## src/rtl/booth_pkg.sv

```systemverilog
// Shared definitions for the Booth multiplier arbiter: FSM state codes,
// the default operand width and the WAIT counter sizing rule.
package booth_pkg;

  localparam logic [1:0] S_IDLE  = 2'd0;
  localparam logic [1:0] S_START = 2'd1;
  localparam logic [1:0] S_WAIT  = 2'd2;
  localparam logic [1:0] S_RESP  = 2'd3;

  localparam int DEF_N = 8;

  // The counter must hold TIMEOUT-1, which $clog2(TIMEOUT) bits always can.
  function automatic int cnt_width(input int timeout);
    return (timeout > 2) ? $clog2(timeout) : 1;
  endfunction

endpackage

```

## src/rtl/booth_mul_arbiter_if.sv

```systemverilog
// Request, response and multiplier-side signals of the Booth multiplier arbiter.
// The master modport is the arbiter's view; slave is the surrounding system.
interface booth_mul_arbiter_if #(
  parameter int NREQ = 4,
  parameter int N    = booth_pkg::DEF_N,
  parameter int ID_W = $clog2(NREQ)
);

  logic [NREQ-1:0]   req_valid;
  logic [NREQ*N-1:0] req_a;
  logic [NREQ*N-1:0] req_b;
  logic [NREQ-1:0]   req_ready;

  logic              rsp_valid;
  logic [ID_W-1:0]   rsp_id;
  logic [2*N-1:0]    rsp_product;
  logic              rsp_ready;

  logic              mul_start;
  logic [N-1:0]      mul_a;
  logic [N-1:0]      mul_b;
  logic              mul_done;
  logic [2*N-1:0]    mul_product;

  modport master (
    input  req_valid, req_a, req_b, rsp_ready, mul_done, mul_product,
    output req_ready, rsp_valid, rsp_id, rsp_product, mul_start, mul_a, mul_b
  );

  modport slave (
    output req_valid, req_a, req_b, rsp_ready, mul_done, mul_product,
    input  req_ready, rsp_valid, rsp_id, rsp_product, mul_start, mul_a, mul_b
  );

endinterface

```

## src/rtl/booth_mul_arbiter_rr_pick.sv

```systemverilog
// Round-robin picker: first valid requester at or after ptr, wrapping.
// Purely combinational so any shared-resource arbiter can reuse it.
module rr_pick #(
  parameter int NREQ = 4,
  parameter int ID_W = $clog2(NREQ)
) (
  input  logic [NREQ-1:0] valid,
  input  logic [ID_W-1:0] ptr,
  output logic [NREQ-1:0] grant,
  output logic [ID_W-1:0] id,
  output logic            any
);

  always_comb begin
    // NOTE: every output gets a default first so no path leaves it unassigned (no latch).
    grant = '0;
    id    = '0;
    any   = 1'b0;
    // Scan from the farthest offset back to ptr so the nearest valid one wins.
    for (int i = NREQ - 1; i >= 0; i--) begin
      if (valid[ID_W'((int'(ptr) + i) % NREQ)]) begin
        id  = ID_W'((int'(ptr) + i) % NREQ);
        any = 1'b1;
      end
    end
    grant[id] = any;
  end

endmodule

```

## src/rtl/booth_mul_arbiter.sv

```systemverilog
// Shares one sequential Booth multiplier between NREQ requesters with
// round-robin arbitration, a tagged response channel and a WAIT timeout.
module booth_mul_arbiter
  import booth_pkg::*;
#(
  parameter int NREQ    = 4,
  parameter int N       = DEF_N,
  parameter int TIMEOUT = 64,
  parameter int ID_W    = $clog2(NREQ)
) (
  input  logic                clk,
  input  logic                rst_n,
  booth_mul_arbiter_if.master bus,
  output logic                busy,
  output logic                err,
  output logic [ID_W-1:0]     err_id
);

  localparam int CW = cnt_width(TIMEOUT);

  logic [1:0]     state_q, state_d;
  logic [ID_W-1:0] ptr_q, ptr_d;
  logic [ID_W-1:0] gid_q, gid_d;
  logic [N-1:0]   op_a_q, op_a_d;
  logic [N-1:0]   op_b_q, op_b_d;
  logic [CW-1:0]  cnt_q, cnt_d;
  logic           rsp_valid_q, rsp_valid_d;
  logic [ID_W-1:0] rsp_id_q, rsp_id_d;
  logic [2*N-1:0] rsp_product_q, rsp_product_d;
  logic           err_q, err_d;
  logic [ID_W-1:0] err_id_q, err_id_d;

  logic [NREQ-1:0] pick_grant;
  logic [ID_W-1:0] pick_id;
  logic            pick_any;
  logic [ID_W-1:0] gid_next;

  rr_pick #(.NREQ(NREQ), .ID_W(ID_W)) u_rr_pick (
    .valid (bus.req_valid),
    .ptr   (ptr_q),
    .grant (pick_grant),
    .id    (pick_id),
    .any   (pick_any)
  );

  assign gid_next = (gid_q == ID_W'(NREQ - 1)) ? '0 : gid_q + 1'b1;

  always_comb begin
    state_d       = state_q;
    ptr_d         = ptr_q;
    gid_d         = gid_q;
    op_a_d        = op_a_q;
    op_b_d        = op_b_q;
    cnt_d         = cnt_q;
    rsp_valid_d   = rsp_valid_q;
    rsp_id_d      = rsp_id_q;
    rsp_product_d = rsp_product_q;
    err_d         = 1'b0;
    err_id_d      = err_id_q;
    case (state_q)
      S_IDLE: begin
        if (pick_any) begin
          op_a_d  = bus.req_a[int'(pick_id) * N +: N];
          op_b_d  = bus.req_b[int'(pick_id) * N +: N];
          gid_d   = pick_id;
          state_d = S_START;
        end
      end
      S_START: begin
        cnt_d   = '0;
        state_d = S_WAIT;
      end
      S_WAIT: begin
        cnt_d = cnt_q + 1'b1;
        // A done arriving on the last counted cycle still wins over the timeout.
        if (bus.mul_done) begin
          rsp_product_d = bus.mul_product;
          rsp_id_d      = gid_q;
          rsp_valid_d   = 1'b1;
          state_d       = S_RESP;
        end else if (cnt_q == CW'(TIMEOUT - 1)) begin
          err_d    = 1'b1;
          err_id_d = gid_q;
          ptr_d    = gid_next;
          state_d  = S_IDLE;
        end
      end
      S_RESP: begin
        if (bus.rsp_ready) begin
          rsp_valid_d = 1'b0;
          ptr_d       = gid_next;
          state_d     = S_IDLE;
        end
      end
      default: state_d = S_IDLE;
    endcase
  end

  // NOTE: operand and result registers are reset as well, because they drive
  // ports that must read zero while rst_n is low.
  always_ff @(posedge clk or negedge rst_n) begin
    if (!rst_n) begin
      state_q       <= S_IDLE;
      ptr_q         <= '0;
      gid_q         <= '0;
      op_a_q        <= '0;
      op_b_q        <= '0;
      cnt_q         <= '0;
      rsp_valid_q   <= 1'b0;
      rsp_id_q      <= '0;
      rsp_product_q <= '0;
      err_q         <= 1'b0;
      err_id_q      <= '0;
    end else begin
      // NOTE: non-blocking so every flop samples the pre-edge values.
      state_q       <= state_d;
      ptr_q         <= ptr_d;
      gid_q         <= gid_d;
      op_a_q        <= op_a_d;
      op_b_q        <= op_b_d;
      cnt_q         <= cnt_d;
      rsp_valid_q   <= rsp_valid_d;
      rsp_id_q      <= rsp_id_d;
      rsp_product_q <= rsp_product_d;
      err_q         <= err_d;
      err_id_q      <= err_id_d;
    end
  end

  // Grant is combinational on req_valid; gated by rst_n so it also reads 0 in reset.
  assign bus.req_ready   = (rst_n && state_q == S_IDLE) ? pick_grant : '0;
  assign bus.mul_start   = (state_q == S_START);
  assign bus.mul_a       = op_a_q;
  assign bus.mul_b       = op_b_q;
  assign bus.rsp_valid   = rsp_valid_q;
  assign bus.rsp_id      = rsp_id_q;
  assign bus.rsp_product = rsp_product_q;
  assign busy            = (state_q != S_IDLE);
  assign err             = err_q;
  assign err_id          = err_id_q;

endmodule

```

## src/flat_wrapper.sv

```systemverilog
// flat-port wrapper written by rule: the top's interface ports become plain ports
module booth_mul_arbiter_flat import booth_pkg::*;
#(
  parameter int NREQ    = 4,
  parameter int N       = DEF_N,
  parameter int TIMEOUT = 64,
  parameter int ID_W    = $clog2(NREQ)
)
  (clk, rst_n, busy, err, err_id, bus_req_valid, bus_req_a, bus_req_b, bus_rsp_ready, bus_mul_done, bus_mul_product, bus_req_ready, bus_rsp_valid, bus_rsp_id, bus_rsp_product, bus_mul_start, bus_mul_a, bus_mul_b);
  booth_mul_arbiter_if #(.NREQ(NREQ), .N(N), .ID_W(ID_W)) bus_i ();
  input  logic clk;
  input  logic rst_n;
  output logic busy;
  output logic err;
  output logic [ID_W-1:0] err_id;
  input wire logic [$bits(bus_i.req_valid)-1:0] bus_req_valid;
  input wire logic [$bits(bus_i.req_a)-1:0] bus_req_a;
  input wire logic [$bits(bus_i.req_b)-1:0] bus_req_b;
  input wire logic [$bits(bus_i.rsp_ready)-1:0] bus_rsp_ready;
  input wire logic [$bits(bus_i.mul_done)-1:0] bus_mul_done;
  input wire logic [$bits(bus_i.mul_product)-1:0] bus_mul_product;
  output wire logic [$bits(bus_i.req_ready)-1:0] bus_req_ready;
  output wire logic [$bits(bus_i.rsp_valid)-1:0] bus_rsp_valid;
  output wire logic [$bits(bus_i.rsp_id)-1:0] bus_rsp_id;
  output wire logic [$bits(bus_i.rsp_product)-1:0] bus_rsp_product;
  output wire logic [$bits(bus_i.mul_start)-1:0] bus_mul_start;
  output wire logic [$bits(bus_i.mul_a)-1:0] bus_mul_a;
  output wire logic [$bits(bus_i.mul_b)-1:0] bus_mul_b;
  assign bus_i.req_valid = bus_req_valid;
  assign bus_i.req_a = bus_req_a;
  assign bus_i.req_b = bus_req_b;
  assign bus_i.rsp_ready = bus_rsp_ready;
  assign bus_i.mul_done = bus_mul_done;
  assign bus_i.mul_product = bus_mul_product;
  assign bus_req_ready = bus_i.req_ready;
  assign bus_rsp_valid = bus_i.rsp_valid;
  assign bus_rsp_id = bus_i.rsp_id;
  assign bus_rsp_product = bus_i.rsp_product;
  assign bus_mul_start = bus_i.mul_start;
  assign bus_mul_a = bus_i.mul_a;
  assign bus_mul_b = bus_i.mul_b;
  booth_mul_arbiter #(.NREQ(NREQ), .N(N), .TIMEOUT(TIMEOUT), .ID_W(ID_W)) u_core (.clk(clk), .rst_n(rst_n), .bus(bus_i), .busy(busy), .err(err), .err_id(err_id));
endmodule
```

## config.mk

```make
export PLATFORM = sky130hd
export DESIGN_NAME = booth_mul_arbiter_flat
export DESIGN_NICKNAME = d
export VERILOG_FILES = /design/src/rtl/booth_pkg.sv /design/src/rtl/booth_mul_arbiter_if.sv /design/src/rtl/booth_mul_arbiter_rr_pick.sv /design/src/rtl/booth_mul_arbiter.sv /design/src/flat_wrapper.sv
export SDC_FILE = /design/constraint.sdc
export NUM_CORES = 1
export LEC_CHECK = 0
export CAP_MARGIN = 10
export CORE_ASPECT_RATIO = 1.5
export CORE_UTILIZATION = 44
export DETAILED_ROUTE_END_ITERATION = 10
export GPL_ROUTABILITY_DRIVEN = 0
export HOLD_SLACK_MARGIN = 0.02
export PLACE_DENSITY = 0.89
export SETUP_SLACK_MARGIN = 0.5
export SLEW_MARGIN = 20
export SYNTH_ARGS = -nofsm -noshare
export SYNTH_HDL_FRONTEND = slang
export SYNTH_SLANG_ARGS = --single-unit
```

## constraint.sdc

```tcl
create_clock -name clk -period 3 [get_ports clk]
set_input_delay 0.6 -clock clk [delete_from_list [all_inputs] [get_ports clk]]
set_output_delay 0.6 -clock clk [all_outputs]
set_load 0.02 [all_outputs]
```

After elaboration in Yosys (flattened, before gate mapping)
Cells that the tools add are included.

word-level totals
  output and inout port bits = 44
  word-level logic and storage cells = 89
  register bits after elaboration = 50

cells by class
  $lt $le $gt $ge = 6
  muxes and demuxes = 40
  reduce and logical (&&, ||, !) cells = 12
  equality and inequality tests = 11
  shift-type cells = 2
  bitwise operators = 2
  add/subtract/negate cells = 5

operators with widths
  kind                 count
  $shiftx 32x6->8      2
  $mux 2               12
  $mux 1               18
  $lt 2x4->1 const B   4
  $pmux 6 s2           1
  $reduce_and 3->1     3
  $bmux 1 s2           4
  $pmux 2 s4           1
  $add 6x1->6 const B  1
  $eq 2x2->1 const B   3
  $eq 6x6->1 const B   1
  $ne 2x2->1 const B   3
  $reduce_bool 2->1    3
  $add 2x1->2 const B  2
  $add 2x2->2 const B  2
  $and 4x4->4          1
  $mux 4               1
  $ne 2x1->1 const B   2
  $pmux 2 s2           1
  $reduce_and 2->1     2
  $reduce_and 4->1     1
  $lt 2x3->1 const B   1
  $ne 3x2->1 const B   1
  $demux 1 s2          1
  6 further kinds      7

Depth between registers and ports, before layout
Gate-level depths: netlist of the first run.

  depth in word-level cells = 14
  depth in mapped cells = 9

Hierarchy
A second synthesis of the first run with hierarchy kept.

unflattened totals
  cells, all modules = 208
  area, all modules = 2723.9 um^2

by module, submodules not included
  module             sequential area each (um^2)  area an instance (um^2)  cells each  times used
  booth_mul_arbiter  1251.2                       2547.4                   180         1
  rr_pick            0.0                          176.4                    28          1

Worst setup path after synthesis of the first run
Ideal clock, no wire load.

  path kind = reg2out
  start = reg u_core.state_q[0]
  end = out bus_req_ready[0]
  slack = 346 ps
  arrival = 2054 ps
  buffers on the path = 1
  stages on the path, launching flop included = 8
  cells stage by stage = dfrtp_1 -> inv_1 -> ha_1 -> inv_1 -> nor2_1 -> clkbuf_1 -> nand2_1 -> nor3_1

on the way
  longest elaborated chain between the ends = 3

ends and longest elaborated chain
  item                    line                      source
  from (decl)             booth_mul_arbiter.sv:21   logic [1:0] state_q, state_d;
  from (signal assigned)  booth_mul_arbiter.sv:116  state_q <= state_d;
  $logic_not 2->1         booth_mul_arbiter.sv:131  assign bus.req_ready = (rst_n && state_q == S_IDLE) ? pick_grant : '0;
  $logic_and 1x1->1       booth_mul_arbiter.sv:131
  $mux 4                  booth_mul_arbiter.sv:131
  to (decl)               flat_wrapper.sv:22        output wire logic [$bits(bus_i.req_ready)-1:0] bus_req_ready;

No other way between the ends.

Final worst setup path of the first run
  start = in bus_req_valid[1]
  end = out bus_req_ready[2]

on the way
  longest elaborated chain between the ends = 13
  elaborated cells between the ends (all ways) = 27
  those cells by class = order compare: 2; mux: 23; bitwise: 1; reduce/logical: 1

ends and longest elaborated chain
  item                                                            line                             source
  from (decl)                                                     flat_wrapper.sv:16               input wire logic [$bits(bus_i.req_valid)-1:0] bus_req_valid;
  $bmux 1 s2                                                      booth_mul_arbiter_rr_pick.sv:21  if (valid[ID_W'((int'(ptr) + i) % NREQ)]) begin
  $mux 1 (not written as such) (2 in series)                      booth_mul_arbiter_rr_pick.sv:21
  $mux 2 (4 in series)                                            booth_mul_arbiter_rr_pick.sv:21
  $lt 2x3->1 (not written as such) or $ge 2x1->1 (tied branches)  booth_mul_arbiter_rr_pick.sv:26  grant[id] = any;
  $logic_and 1x1->1 (not written as such)                         booth_mul_arbiter_rr_pick.sv:26
  $mux 1 (not written as such)                                    booth_mul_arbiter_rr_pick.sv:26
  $demux 1 s2                                                     booth_mul_arbiter_rr_pick.sv:26
  $and 4x4->4 (no line) *                                         --
  $mux 4 *                                                        booth_mul_arbiter.sv:131

Mark *: on every way between the ends. The rest lies on a longest branch, timed or not. The select of a mux whose other input is x is not followed.

==> results, run 1 <==
- The kind of critical path is input pin to output port.
- After layout, the worst path uses 81.6% of the clock period.
- The post-route netlist has 18.9% of its cells at a drive strength greater than 1.
- The number of flops mapped to enable cells by yosys is 0.
- The clock share of power is 12.3%.
- The routed wire length per instance is 16.0 um.
- The synthesis-to-layout area growth is 56.0%.
- In this run the worst hold path is classified as input pin to async pin.
- For this design the ratio of total power to cell area is 874 nW/um^2.
- After synthesis, the cell types taking the most area are sky130_fd_sc_hd__dfrtp_1 45%, sky130_fd_sc_hd__mux2_2 7.3%, sky130_fd_sc_hd__mux2i_1 6.5%, sky130_fd_sc_hd__a2111oi_2 4.3%, sky130_fd_sc_hd__a21boi_0 4.3%.
- The total negative setup slack is 0 ns.
- The first global-routing pass estimated between 10 and 15 mm of wire.
- Global routing used 24.3% of the available tracks across all layers.
- The floorplan step defined a die boundary enclosing 6630 sq um.
- The part of the total power dissipated in combinational logic is between 50% and 60%.
- Using the TritonRoute via totals, the vias-per-cell ratio works out to 5.50.
- For this configuration, the core starts out at a cell density of 45.2%.
- The root buffer cell is sky130_fd_sc_hd__clkbuf_8.
- After filler insertion, the fill cell instance count of the layout stands at roughly 470.
- The cell area that synthesis handed to floorplanning was 2770 sq um.
- The element type at the critical path start is an input pin.
- The arrival time at the worst endpoint is 1.85 ns.
- The sequential cell area fraction in the yosys report is 45.1%.
- The internal cell power is 2.27 mW.
- The number of DRC violations after detailed routing is 0.
- The post-synthesis share of cell area spent on full adders, half adders and majority gates is about 2.7%.
- The number of nets at the end of the flow is ~490.
- The number of nets in the synthesized netlist is 349.
- The CTS tree is built.
- The number of different library cells in the post-synthesis netlist is 39.
- The number of failing setup endpoints in the final timing report is 0.
- Yosys instantiated no cell more often than sky130_fd_sc_hd__dfrtp_1.
- The commonest cells after synthesis are 50 x sky130_fd_sc_hd__dfrtp_1, 24 x sky130_fd_sc_hd__nor2_1, 18 x sky130_fd_sc_hd__mux2_2, 18 x sky130_fd_sc_hd__mux2i_1, 17 x sky130_fd_sc_hd__nand2_1.
- The number of max-slew violations in the final report is 0.
- The warning count from the yosys run is 0.
- The initial antenna violation count is 0.
- The clock skew is 0.00984 ns.
- The x dimension of the die is 66.8 um.
- The flow ran to the end, and the final reports show no timing, DRC or antenna violations.
- In this run the worst path has a maximum fanout of 5.
- The first detailed-routing pass ran for 4 iterations.
- Measured against its own limit, the worst slew margin works out to approximately 46%.
- In the synthesized netlist the dominant register cell turns out to be sky130_fd_sc_hd__dfrtp_1.
- The aggregate routed wire length is 7.51 mm.
- The number of input and output port buffers inserted is ~130.
- Clock tree synthesis found a total of 50 sinks.
- Net switching is around 40% of the power.
- By area, the combinational part of the netlist is dominated by compound AO/OA/AOI/OAI gates.
- For this block, the via count after detailed routing is 2,583.
- Summed over all layers, the global routing overflow is 0.
- Setup repair after global routing left no endpoint under its margin.
- In this run, synthesis produced a sequential element count of 50.
- The worst path meets setup with between 0.5 and 0.6 ns of slack.
- Of the total synthesized cell area, the portion taken by AND, OR, NAND and NOR gates is 10.1%.
- The number of global-route vias before repair is 2,619.
- The clock passes through at most 2 buffers.
- The capturing element type of the critical path is an output port.
- sky130_fd_sc_hd__dfrtp_1 takes more of the synthesized area than any other cell.
- Dividing the synthesized area by the synthesized cell count gives ~11 sq um.
- Of the total power, registers draw 30.2%.
- The total power is roughly 3.8 mW.
- From bottom edge to top edge, the die measures 99.2 um.
- For the worst-skew pair, the clock arrives at the later sink with an insertion delay of about 0.30 ns.
- The synthesized netlist cell count is between 200 and 300.
- The number of clock buffers inserted by TritonCTS is 5.
- In this run the power spent charging and discharging nets is 1.52 mW.
- Counting flops with an async set or reset pin after synthesis yields a share of 100%.
- The final critical path time including I/O delays and setup is between 2 and 2.5 ns.
- The clock tree synthesis step divided the H-tree into 2 levels.
- The multi-input combinational cells in the finished layout cover a total of around 1400 sq um.
- At the pin with the least slew margin, the transition time is roughly 0.81 ns.
- The count of routing violations after the opening detailed-route iteration is 135.
- The portion of netlist area occupied by mux cells is between 10 and 15%.
- The leakage power is 1.79 nW.
- The floorplan has 35 rows.
- The clock-pin slew reported for the worst setup and hold paths after clock tree synthesis is 0.09 ns.
- The number of routed nets with antenna violations is 0.
- Max-cap violations in this run came to 0.
- After synthesis, the largest area contributor takes up 45.1% of total cell area.
- Timing would allow up to just over 0.4 GHz.
- The total area inside the core boundary comes to 6130 sq um.
- The complex-gate fraction of the synthesized area is 23.3%.
- Summing all flip-flop and latch instances after layout gives 1250 sq um.
- The half-perimeter wire length of the detailed placement result is 5.70 mm.
- The required time of the critical path is 2.40 ns.
- The xor and xnor area share after synthesis is 0.316%.
- The number of ports placed on the die boundary is 132.
- The total count of hold-check failures in the final report came to 0.
- The post-place setup slack is -0.237 ns.
- The maximum number of pins on one net before global-route repair is 51.
- The antenna diode instance count is 0.
- The worst-case vdd ir drop is ~550 uV.
[final timing paths]
kind / startpoint / end / slack (ns) / cells after the start
setup / recovery: bus_req_valid[1] / bus_req_ready[2] / 0.55 / 7
hold / removal: rst_n / u_core.cnt_q[1] / 0.47 / 2
setup reg to reg: u_core.ptr_q[1] / u_core.bus.mul_a[1] / 0.90 / 8
max in group asynchronous: rst_n / u_core.ptr_q[1] / 2.10 / 2
hold reg to reg: u_core.err_id[1] / u_core.err_id[1] / 0.49 / 2
min in group clk: u_core.err_id[1] / u_core.err_id[1] / 0.49 / 2
[registers in the layout (all words and copies together), names as in the netlist]
name / count
u_core.state_q: 2
u_core.err: 1
u_core.err_id: 2
u_core.gid_q: 2
u_core.bus.rsp_product: 16
u_core.bus.rsp_valid: 1
u_core.bus.mul_a: 8
u_core.cnt_q: 6
u_core.ptr_q: 2
u_core.bus.mul_b: 8
u_core.bus.rsp_id: 2
[layer usage]
metal  part of all wire, %  GRT usage [%]  vias up
li1                      -              -     1217
met1                    36           29.1     1229
met2                    55           40.8      123
met3                   7.6           5.28       14
met4                   2.3           10.6        0
met5                     0              0        -
[final cells by class]
class / count / share of cell area [%]
clock buffer: 6 / 1.68
clock inverter: 2 / 0.868
inverter: 10 / 0.868
multi-input combinational: 180 / 32.9
sequential: 50 / 29.0
tap: 74 / 2.14
timing repair buffer: 148 / 32.6
[power by group through the flow]
stage,clock network (mW),registers [mW],logic (mW)
2_1_floorplan,0,1.41,0.987
4_1_cts,0.476,1.14,2.18
5_1_grt,0.504,1.18,2.35
3_5_place_dp,0,1.15,2.15
3_3_place_gp,0,1.13,2.09
6_report,0.464,1.14,2.18
[critical path, cell delays in order]
cell	delay, ns
sky130_fd_sc_hd__dlygate4sd2_1	0.29
sky130_fd_sc_hd__mux2i_1	0.17
sky130_fd_sc_hd__a21oi_2	0.11
sky130_fd_sc_hd__buf_4	0.15
sky130_fd_sc_hd__and2_4	0.16
sky130_fd_sc_hd__nor3_1	0.17
sky130_fd_sc_hd__buf_2	0.19
[logic make-up after synthesis]
kind of cell / Yosys count
AOI/OAI and AO/OA: 76
and+or+nand+nor: 61
muxes: 36
DFF: 50
xor gates and xnor gates: 1
buffers and inverters: 25
adders and majority gates: 6
[cell usage in the layout (no fill, tap or decap), types with 2 or more instances in the layout]
master / netlist / routed
sky130_fd_sc_hd__clkdlybuf4s50_1: 0 / 122
sky130_fd_sc_hd__dfrtp_1: 50 / 49
sky130_fd_sc_hd__nor2_1: 24 / 23
sky130_fd_sc_hd__mux2i_1: 18 / 18
sky130_fd_sc_hd__mux2_2: 18 / 18
sky130_fd_sc_hd__buf_4: 3 / 18
sky130_fd_sc_hd__nand2_1: 17 / 16
sky130_fd_sc_hd__a21boi_0: 16 / 16
sky130_fd_sc_hd__inv_1: 10 / 10
sky130_fd_sc_hd__o21ai_0: 9 / 9
sky130_fd_sc_hd__a2111oi_2: 8 / 8
sky130_fd_sc_hd__a211oi_2: 8 / 8
sky130_fd_sc_hd__a2111oi_0: 8 / 8
sky130_fd_sc_hd__a211oi_1: 8 / 8
sky130_fd_sc_hd__a21oi_1: 6 / 6
sky130_fd_sc_hd__ha_1: 6 / 5
sky130_fd_sc_hd__clkbuf_8: 0 / 5
sky130_fd_sc_hd__buf_2: 2 / 4
sky130_fd_sc_hd__nor3_1: 4 / 3
sky130_fd_sc_hd__nor2b_1: 3 / 3
sky130_fd_sc_hd__o22ai_1: 4 / 3
sky130_fd_sc_hd__nand3_1: 3 / 3
sky130_fd_sc_hd__a21o_1: 2 / 2
sky130_fd_sc_hd__nand4_1: 2 / 2
sky130_fd_sc_hd__nand2b_1: 2 / 2
sky130_fd_sc_hd__o32ai_1: 2 / 2
sky130_fd_sc_hd__dlygate4sd2_1: 0 / 2
[per-stage QoR]
| step | instances | utilization (%) | hold slack [ns] | area (sq um) |
|---|---|---|---|---|
| 3_5_place_dp | 458 | 68.1 | 0.471 | 4180 |
| 6_report | 470 | 70.6 | 0.465 | 4330 |
| 5_1_grt | 470 | 70.6 | 0.519 | 4330 |
| 2_1_floorplan | 255 | - | 0.304 | 2770 |
| 3_3_place_gp | 458 | 68.1 | 0.456 | 4180 |
| 4_1_cts | 469 | 70.3 | 0.493 | 4310 |
[what timing repair did]
item | CTS | global route
buffers inserted | 3 | 1
pin swaps | 3 | 0
endpoints found under the setup margin | 4 | 5
resized for setup | 29 | 6
hold buffers | 0 | 0
Note: power is estimated with default switching activity, not from simulation.
==> inputs of run 2 (changes only) <==
--- a/config.mk
+++ b/config.mk
@@ -7,11 +7,11 @@
 export LEC_CHECK = 0
 export CAP_MARGIN = 10
 export CORE_ASPECT_RATIO = 1.5
-export CORE_UTILIZATION = 44
+export CORE_UTILIZATION = 41
 export DETAILED_ROUTE_END_ITERATION = 10
 export GPL_ROUTABILITY_DRIVEN = 0
 export HOLD_SLACK_MARGIN = 0.02
-export PLACE_DENSITY = 0.89
+export PLACE_DENSITY = 0.84
 export SETUP_SLACK_MARGIN = 0.5
 export SLEW_MARGIN = 20
 export SYNTH_ARGS = -nofsm -noshare
==> constraint.sdc (replaced) <==
create_clock -name clk -period 2.3 [get_ports clk]
set_input_delay 0.46 -clock clk [delete_from_list [all_inputs] [get_ports clk]]
set_output_delay 0.46 -clock clk [all_outputs]
set_load 0.02 [all_outputs]
==> results, run 2 (synthesized netlist as in run 1, its figures left out) <==
- Result of the run: finished clean (unchanged).
- The x dimension of the die is 69.1 um (was 66.8 um).
- The synthesis-to-layout area growth is 74.3% (was 56.0%).
- The global routing usage on met3 was 3.42% (was 5.28%).
- The most common cell after layout, fill and taps aside is sky130_fd_sc_hd__clkdlybuf4s50_1 (unchanged).
- The critical register-to-register path startpoint is u_core.ptr_q[1] (unchanged).
- The initial antenna violation count was 0 (unchanged).
- The core area is 6530 sq um (was 6130 sq um).
- The capturing element type of the critical path is an output port (unchanged).
- The number of routed nets with antenna violations is 0 (unchanged).
- The clock latency at the later pin of the worst-skew pair came to 0.30 ns (about the same).
- The number of clock buffers inserted by TritonCTS is 5 (unchanged).
- The routed wire length per instance was 17.7 um (was 16.0 um).
- The clock skew came to 0.00750 ns (was 0.00984 ns).
- The arrival time at the worst endpoint is 1.69 ns (was 1.85 ns).
- The number of nets at the end of the flow is 508 (was 489).
- The number of H-tree branching levels was 2 (unchanged).
- The actual transition at the worst max-transition pin is 0.625 ns (was 0.811 ns).
- The setup slack on the worst flop-to-flop path is 0.45 ns (was 0.90 ns).
- The overflow left after global routing is 0 (unchanged).
- The antenna diode instance count is 0 (unchanged).
- The number of max-slew violations in the final report is 0 (unchanged).
- The count of routing violations after the opening detailed-route iteration was 126 (was 135).
- The number of core rows came to 36 (was 35).
- The number of global-route vias before repair is 2,784 (was 2,619).
- The number of input and output port buffers inserted is 131 (unchanged).
- The tightest slew margin relative to the limit is 58.4% (was 45.8%).
- The worst-path maximum fanout was 4 (was 5).
- The vertical die dimension came to 103 um (was 99.2 um).
- The global-route wire length before repair is 13.2 mm (was 12.2 mm).
- The total negative setup slack is 0 ns (unchanged).
- The maximum number of pins on one net before global-route repair is 51 (unchanged).
- The global-route track usage on met1 came to 24.6% (was 29.1%).
- The number of DRC violations after detailed routing is 0 (unchanged).
- The ratio of routed vias to standard cells is 5.45 (was 5.50).
- For the finished layout, the period the worst path requires is 2.15 ns.
- The worst-case clock buffer depth is 2 (unchanged).
- The share of layout cells above drive strength 1 came to 30.1% (was 18.9%).
- After layout, the worst path uses 93.6% of the clock period.
- The routing usage on met2 is 46.8% (was 40.8%).
- The number of buffers inserted for hold repair after clock tree synthesis is 0 (unchanged).
- The total of fill cells in the finished design is 435 (was 467).
- The power density over cell area is 1150 nW/um^2 (was 874 nW/um^2).
- The class of the tightest hold or removal check is input pin to async pin (unchanged).
- The root buffer cell is sky130_fd_sc_hd__clkbuf_8 (unchanged).
- The kind of critical path is flip-flop to output port (was input pin to output port).
- The total power is 5.54 mW (was 3.78 mW).
- The most heavily used metal layer in global routing is met2 (unchanged).
- The highest clock rate is between 0.4 and 0.5 GHz.
- The element type at the critical path start is a flip-flop (was input pin).
- The worst flop-to-flop path endpoint was u_core.bus.mul_a[3] (was u_core.bus.mul_a[1]).
- The beginning of the critical path was u_core.ptr_q[0] (was bus_req_valid[1]).
- The clock-pin slew reported for the worst setup and hold paths after clock tree synthesis is 0.10 ns (was 0.09 ns).
- The total count of hold-check failures in the final report came to 0 (unchanged).
- The number of vias in the routed layout is 2,676 (was 2,583).
- The number of ports placed on the die boundary came to 132 (unchanged).
- The clock net sink count is 50 (unchanged).
- The leakage power is 1.95 nW (was 1.79 nW).
- Unrepaired setup endpoints after global routing: true (was false).
- The number of maximum-capacitance constraint violations is 0 (unchanged).
- The required time of the critical path was 1.84 ns (was 2.40 ns).
- The number of cells on the worst reg-to-reg path came to 6 (was 8).
- Most frequent cells in the layout: 118 x sky130_fd_sc_hd__clkdlybuf4s50_1, 49 x sky130_fd_sc_hd__dfrtp_1, 24 x sky130_fd_sc_hd__buf_4 (was 122 x sky130_fd_sc_hd__clkdlybuf4s50_1, 49 x sky130_fd_sc_hd__dfrtp_1, 23 x sky130_fd_sc_hd__nor2_1).
- The total routing usage reported by global routing came to 23.4% (was 24.3%).
- The first-pass detailed-route iteration total is 5 (was 4).
- The half-perimeter wire length of the detailed placement result was 6.22 mm (was 5.70 mm).
- The die footprint is 7100 sq um (was 6630 sq um).
- The worst-case vdd ir drop came to 784 uV (was 550 uV).
- The number of failing setup endpoints in the final timing report is 0 (unchanged).
- The share of the core filled with cells is 74.0% (was 70.6%).
- The CTS tree is built (unchanged).
- The flip-flop count of the largest register after layout is 16 (unchanged).
- The initial cell density of the core is 42.5% (was 45.2%).
- The aggregate routed wire length is 8.70 mm (was 7.51 mm).
-- run 2: critical path, stage by stage (launching register included) --
cell and delay, ns:
sky130_fd_sc_hd__dfrtp_1 0.43, sky130_fd_sc_hd__inv_1 0.11, sky130_fd_sc_hd__o21a_1 0.23, sky130_fd_sc_hd__o22a_4 0.27
sky130_fd_sc_hd__nor3_4 0.21, sky130_fd_sc_hd__buf_6 0.14
-- run 2: final cells by class --
| class | count | area, sq um | area share (%) |
|---|---|---|---|
| timing repair buffer | 167 | 1640 | 33.8 |
| tap | 76 | 95.1 | 1.97 |
| multi-input combinational | 180 | 1720 | 35.6 |
| clock inverter | 3 | 21.3 | 0.440 |
| sequential | 50 | 1250 | 25.9 |
| clock buffer | 5 | 68.8 | 1.42 |
| inverter | 10 | 37.5 | 0.777 |
-- run 2: worst max-delay path by stage --
stage | endpoint | cells past startpoint
floorplan | bus_req_ready[1] | 6
global route | bus_req_ready[1] | 5
CTS | bus_req_ready[1] | 6
global placement | bus_req_ready[1] | 6
detailed placement | bus_req_ready[3] | 6
finish | bus_req_ready[1] | 5
-- run 2: power breakdown --
part	total [mW]	internal, mW	switching [mW]
Combinational	3.55	1.75	1.80
Sequential	1.47	1.25	0.222
Clock	0.516	0.214	0.301
-- run 2: per-stage QoR --
step           area [sq um]  setup WS (ns)  hold slack (ns)  cells
2_1_floorplan          2860          0.372            0.164    255
3_3_place_gp           4360         -0.475            0.456    471
3_5_place_dp           4360         -0.510            0.478    471
4_1_cts                4670          0.185            0.373    489
5_1_grt                4830         0.0850            0.405    491
6_report               4830          0.148            0.348    491
-- run 2: metal layers --
layer	up-vias	part of all wire, %
met5	-	0
li1	1259	-
met3	17	4.1
met1	1295	36
met2	105	58
met4	0	2.2
-- run 2: repair_timing --
item,CTS,global route
gates resized for setup,68,41
buffers inserted,10,2
setup endpoints to repair,27,28
pin swaps,11,6
endpoints found under the hold margin,0,0
==> inputs of run 3 (changes only) <==
--- a/config.mk
+++ b/config.mk
@@ -7,6 +7,7 @@
 export LEC_CHECK = 0
 export CAP_MARGIN = 10
 export CORE_ASPECT_RATIO = 1.5
+export CORE_MARGIN = 3
 export CORE_UTILIZATION = 41
 export DETAILED_ROUTE_END_ITERATION = 10
 export GPL_ROUTABILITY_DRIVEN = 0
==> constraint.sdc (replaced) <==
create_clock -name clk -period 2.3 [get_ports clk]
set_input_delay 0.345 -clock clk [delete_from_list [all_inputs] [get_ports clk]]
set_output_delay 0.345 -clock clk [all_outputs]
set_load 0.02 [all_outputs]
==> results, run 3 (synthesized netlist as in run 1, its figures left out) <==
- Result of the run: finished clean (unchanged).
- The synthesis-to-layout area growth is 78.5% (was 74.3%).
- The arrival time at the worst endpoint is 1.73 ns (was 1.69 ns).
- The initial antenna violation count was 0 (unchanged).
- The number of DRC violations after detailed routing is 0 (unchanged).
- The element type at the critical path start is a flip-flop (unchanged).
- The half-perimeter wire length of the detailed placement result is 6.46 mm (was 6.22 mm).
- The total routing usage reported by global routing is 24.2% (was 23.4%).
- Most frequent cells in the layout: 120 x sky130_fd_sc_hd__clkdlybuf4s50_1, 48 x sky130_fd_sc_hd__dfrtp_1, 26 x sky130_fd_sc_hd__buf_4 (was 118 x sky130_fd_sc_hd__clkdlybuf4s50_1, 49 x sky130_fd_sc_hd__dfrtp_1, 24 x sky130_fd_sc_hd__buf_4).
- The number of routed nets with antenna violations is 0 (unchanged).
- The number of vias in the routed layout is 2,712 (was 2,676).
- The final critical path time including I/O delays and setup was 2.07 ns (was 2.15 ns).
- The die footprint is 7810 sq um (was 7100 sq um).
- The setup slack on the worst flop-to-flop path is 0.39 ns (was 0.45 ns).
- The total count of hold-check failures in the final report is 0 (unchanged).
- The leakage power came to 1.96 nW (was 1.95 nW).
- The clock latency at the later pin of the worst-skew pair is 0.32 ns (was 0.30 ns).
- The share of the core filled with cells is 75.8% (was 74.0%).
- The top layer reached by signal wires is met4 (unchanged).
- The number of nets at the end of the flow is 507 (was 508).
- The vertical die dimension is 107 um (was 103 um).
- The share of layout cells above drive strength 1 was 30.7% (was 30.1%).
- The kind of critical path is flip-flop to output port (unchanged).
- The length of routed met2 wiring is 5.24 mm (was 5.02 mm).
- The root buffer cell is sky130_fd_sc_hd__clkbuf_8 (unchanged).
- The worst flop-to-flop path endpoint is u_core.bus.mul_b[6] (was u_core.bus.mul_a[3]).
- The highest clock rate is 0.483 GHz (was 0.465 GHz).
- The number of core rows came to 36 (unchanged).
- The global-route wire length before repair is 14.6 mm (was 13.2 mm).
- Unrepaired setup endpoints after global routing: true (unchanged).
- The total of fill cells in the finished design came to 403 (was 435).
- The met3 wire length is 517 um (was 356 um).
- The core area is 6530 sq um (unchanged).
- The flip-flop count of the largest register after layout is 16 (unchanged).
- The capturing element type of the critical path is an output port (unchanged).
- The count of routing violations after the opening detailed-route iteration is 131 (was 126).
- The critical register-to-register path startpoint was u_core.ptr_q[1] (unchanged).
- The number of H-tree branching levels was 2 (unchanged).
- The power density over cell area was 1160 nW/um^2 (was 1150 nW/um^2).
- The initial cell density of the core is 42.5% (unchanged).
- The number of input and output port buffers inserted is 131 (unchanged).
- The sum of routed wire segments on met1 is 3.41 mm (was 3.13 mm).
- The number of failing setup endpoints in the final timing report is 0 (unchanged).
- The worst-case clock buffer depth is 2 (unchanged).
- The worst-case vdd ir drop is 849 uV (was 784 uV).
- The number of max-slew violations in the final report is 0 (unchanged).
- The required time of the critical path is 1.96 ns (was 1.84 ns).
- The clock skew was 0.00607 ns (was 0.00750 ns).
- The number of clock buffers inserted by TritonCTS is 5 (unchanged).
- The aggregate routed wire length is 9.50 mm (was 8.70 mm).
- The antenna diode instance count is 0 (unchanged).
- The maximum number of pins on one net before global-route repair was 51 (unchanged).
- The number of cells in the finished layout apart from fillers is 490 (was 491).
- The number of cells on the worst reg-to-reg path came to 7 (was 6).
- The tightest slew margin relative to the limit was 57.6% (was 58.4%).
- The number of maximum-capacitance constraint violations is 0 (unchanged).
- The number of ports placed on the die boundary is 132 (unchanged).
- The actual transition at the worst max-transition pin is 0.636 ns (was 0.625 ns).
- The placed instance count is 466 (was 471).
- The clock-pin slew reported for the worst setup and hold paths after clock tree synthesis is 0.10 ns (about the same).
- The most common cell after layout, fill and taps aside is sky130_fd_sc_hd__clkdlybuf4s50_1 (unchanged).
- The routed wire length per instance is 19.4 um (was 17.7 um).
- The worst-path maximum fanout is 5 (was 4).
- The x dimension of the die is 73.1 um (was 69.1 um).
- The class of the tightest hold or removal check was input pin to async pin (unchanged).
- The number of global-route vias before repair was 2,963 (was 2,784).
- The CTS tree is built (unchanged).
- The first-pass detailed-route iteration total is 4 (was 5).
- The overflow left after global routing came to 0 (unchanged).
- The ratio of routed vias to standard cells came to 5.53 (was 5.45).
- The final cycle utilization of the critical path was 90.0% (was 93.6%).
- The clock net sink count is 50 (unchanged).
-- run 3: cell types whose count changed in the layout (fill, tap and decap cells not counted), moves of 3 or more --
| cell | delta |
|---|---|
| sky130_fd_sc_hd__a21boi_1 | +6 |
| sky130_fd_sc_hd__dlygate4sd2_1 | +4 |
| sky130_fd_sc_hd__a211oi_1 | -3 |
| sky130_fd_sc_hd__a211oi_2 | +3 |
| sky130_fd_sc_hd__mux2i_1 | -3 |
| sky130_fd_sc_hd__buf_6 | -3 |
| sky130_fd_sc_hd__a2111oi_4 | +4 |
| sky130_fd_sc_hd__clkbuf_2 | -4 |
| sky130_fd_sc_hd__a21boi_0 | -8 |
| sky130_fd_sc_hd__a2111oi_2 | -4 |
-- run 3: power breakdown --
group / total, mW / leakage [nW] / switching [mW] / internal (mW)
clock: 0.564 / 0.0506 / 0.336 / 0.228
combinational: 3.65 / 1.32 / 1.87 / 1.78
sequential: 1.50 / 0.594 / 0.247 / 1.25
total: 5.72 / 1.96 / 2.45 / 3.26
-- run 3: timing repair --
item                                    in CTS  in global routing
pin swaps                                   11                  7
resized for setup                           78                 43
hold buffers                                 0                  0
gates cloned                                 0                  1
buffers inserted                            14                  1
endpoints found under the hold margin        0                  0
endpoints found under the setup margin      31                 26
-- run 3: through the flow --
step | setup WS (ns) | TNS [ns] | total power [mW] | instance area [sq um] | hold slack [ns]
floorplan | 0.460 | 0 | 3.24 | 2870 | 0.0494
global placement | -0.279 | -4.58 | 4.36 | 4300 | 0.457
detailed placement | -0.366 | -7.00 | 4.48 | 4300 | 0.474
CTS | 0.279 | 0 | 5.42 | 4750 | 0.218
global route | 0.166 | 0 | 6.03 | 4950 | 0.251
finish | 0.229 | 0 | 5.72 | 4950 | 0.204
-- run 3: worst max-delay path, cell delays in order, from the launching register on --
cell and delay (ns):
sky130_fd_sc_hd__dfrtp_2 0.47, sky130_fd_sc_hd__mux2i_2 0.31, sky130_fd_sc_hd__a21oi_4 0.12, sky130_fd_sc_hd__and2_4 0.18
sky130_fd_sc_hd__nor3_4 0.18, sky130_fd_sc_hd__buf_6 0.14
-- run 3: layout make-up --
class / instances / area [sq um] / share of cell area, %
flip-flops and latches: 50 / 1250 / 25.3
clock buffers: 5 / 68.8 / 1.39
repair buffers: 166 / 1650 / 33.3
well taps: 76 / 95.1 / 1.92
multi-input cells: 180 / 1820 / 36.7
clock inverters: 3 / 28.8 / 0.582
inverters: 10 / 37.5 / 0.759
-- run 3: routing by layer --
layer / global-route usage [%] / up-vias
li1: - / 1265
met5: 0 / -
met1: 26.3 / 1316
met2: 44.2 / 104
met4: 8.84 / 0
met3: 5.53 / 27
-- run 3: how the worst max path moves through the flow --
stage                     endpoint              from
2_1_floorplan  u_core.bus.mul_b[1]  bus_req_valid[3]
6_report          bus_req_ready[0]   u_core.ptr_q[1]
3_3_place_gp      bus_req_ready[0]  bus_req_valid[0]
4_1_cts           bus_req_ready[1]   u_core.ptr_q[1]
5_1_grt           bus_req_ready[0]   u_core.ptr_q[1]
3_5_place_dp   u_core.bus.mul_a[0]  bus_req_valid[0]
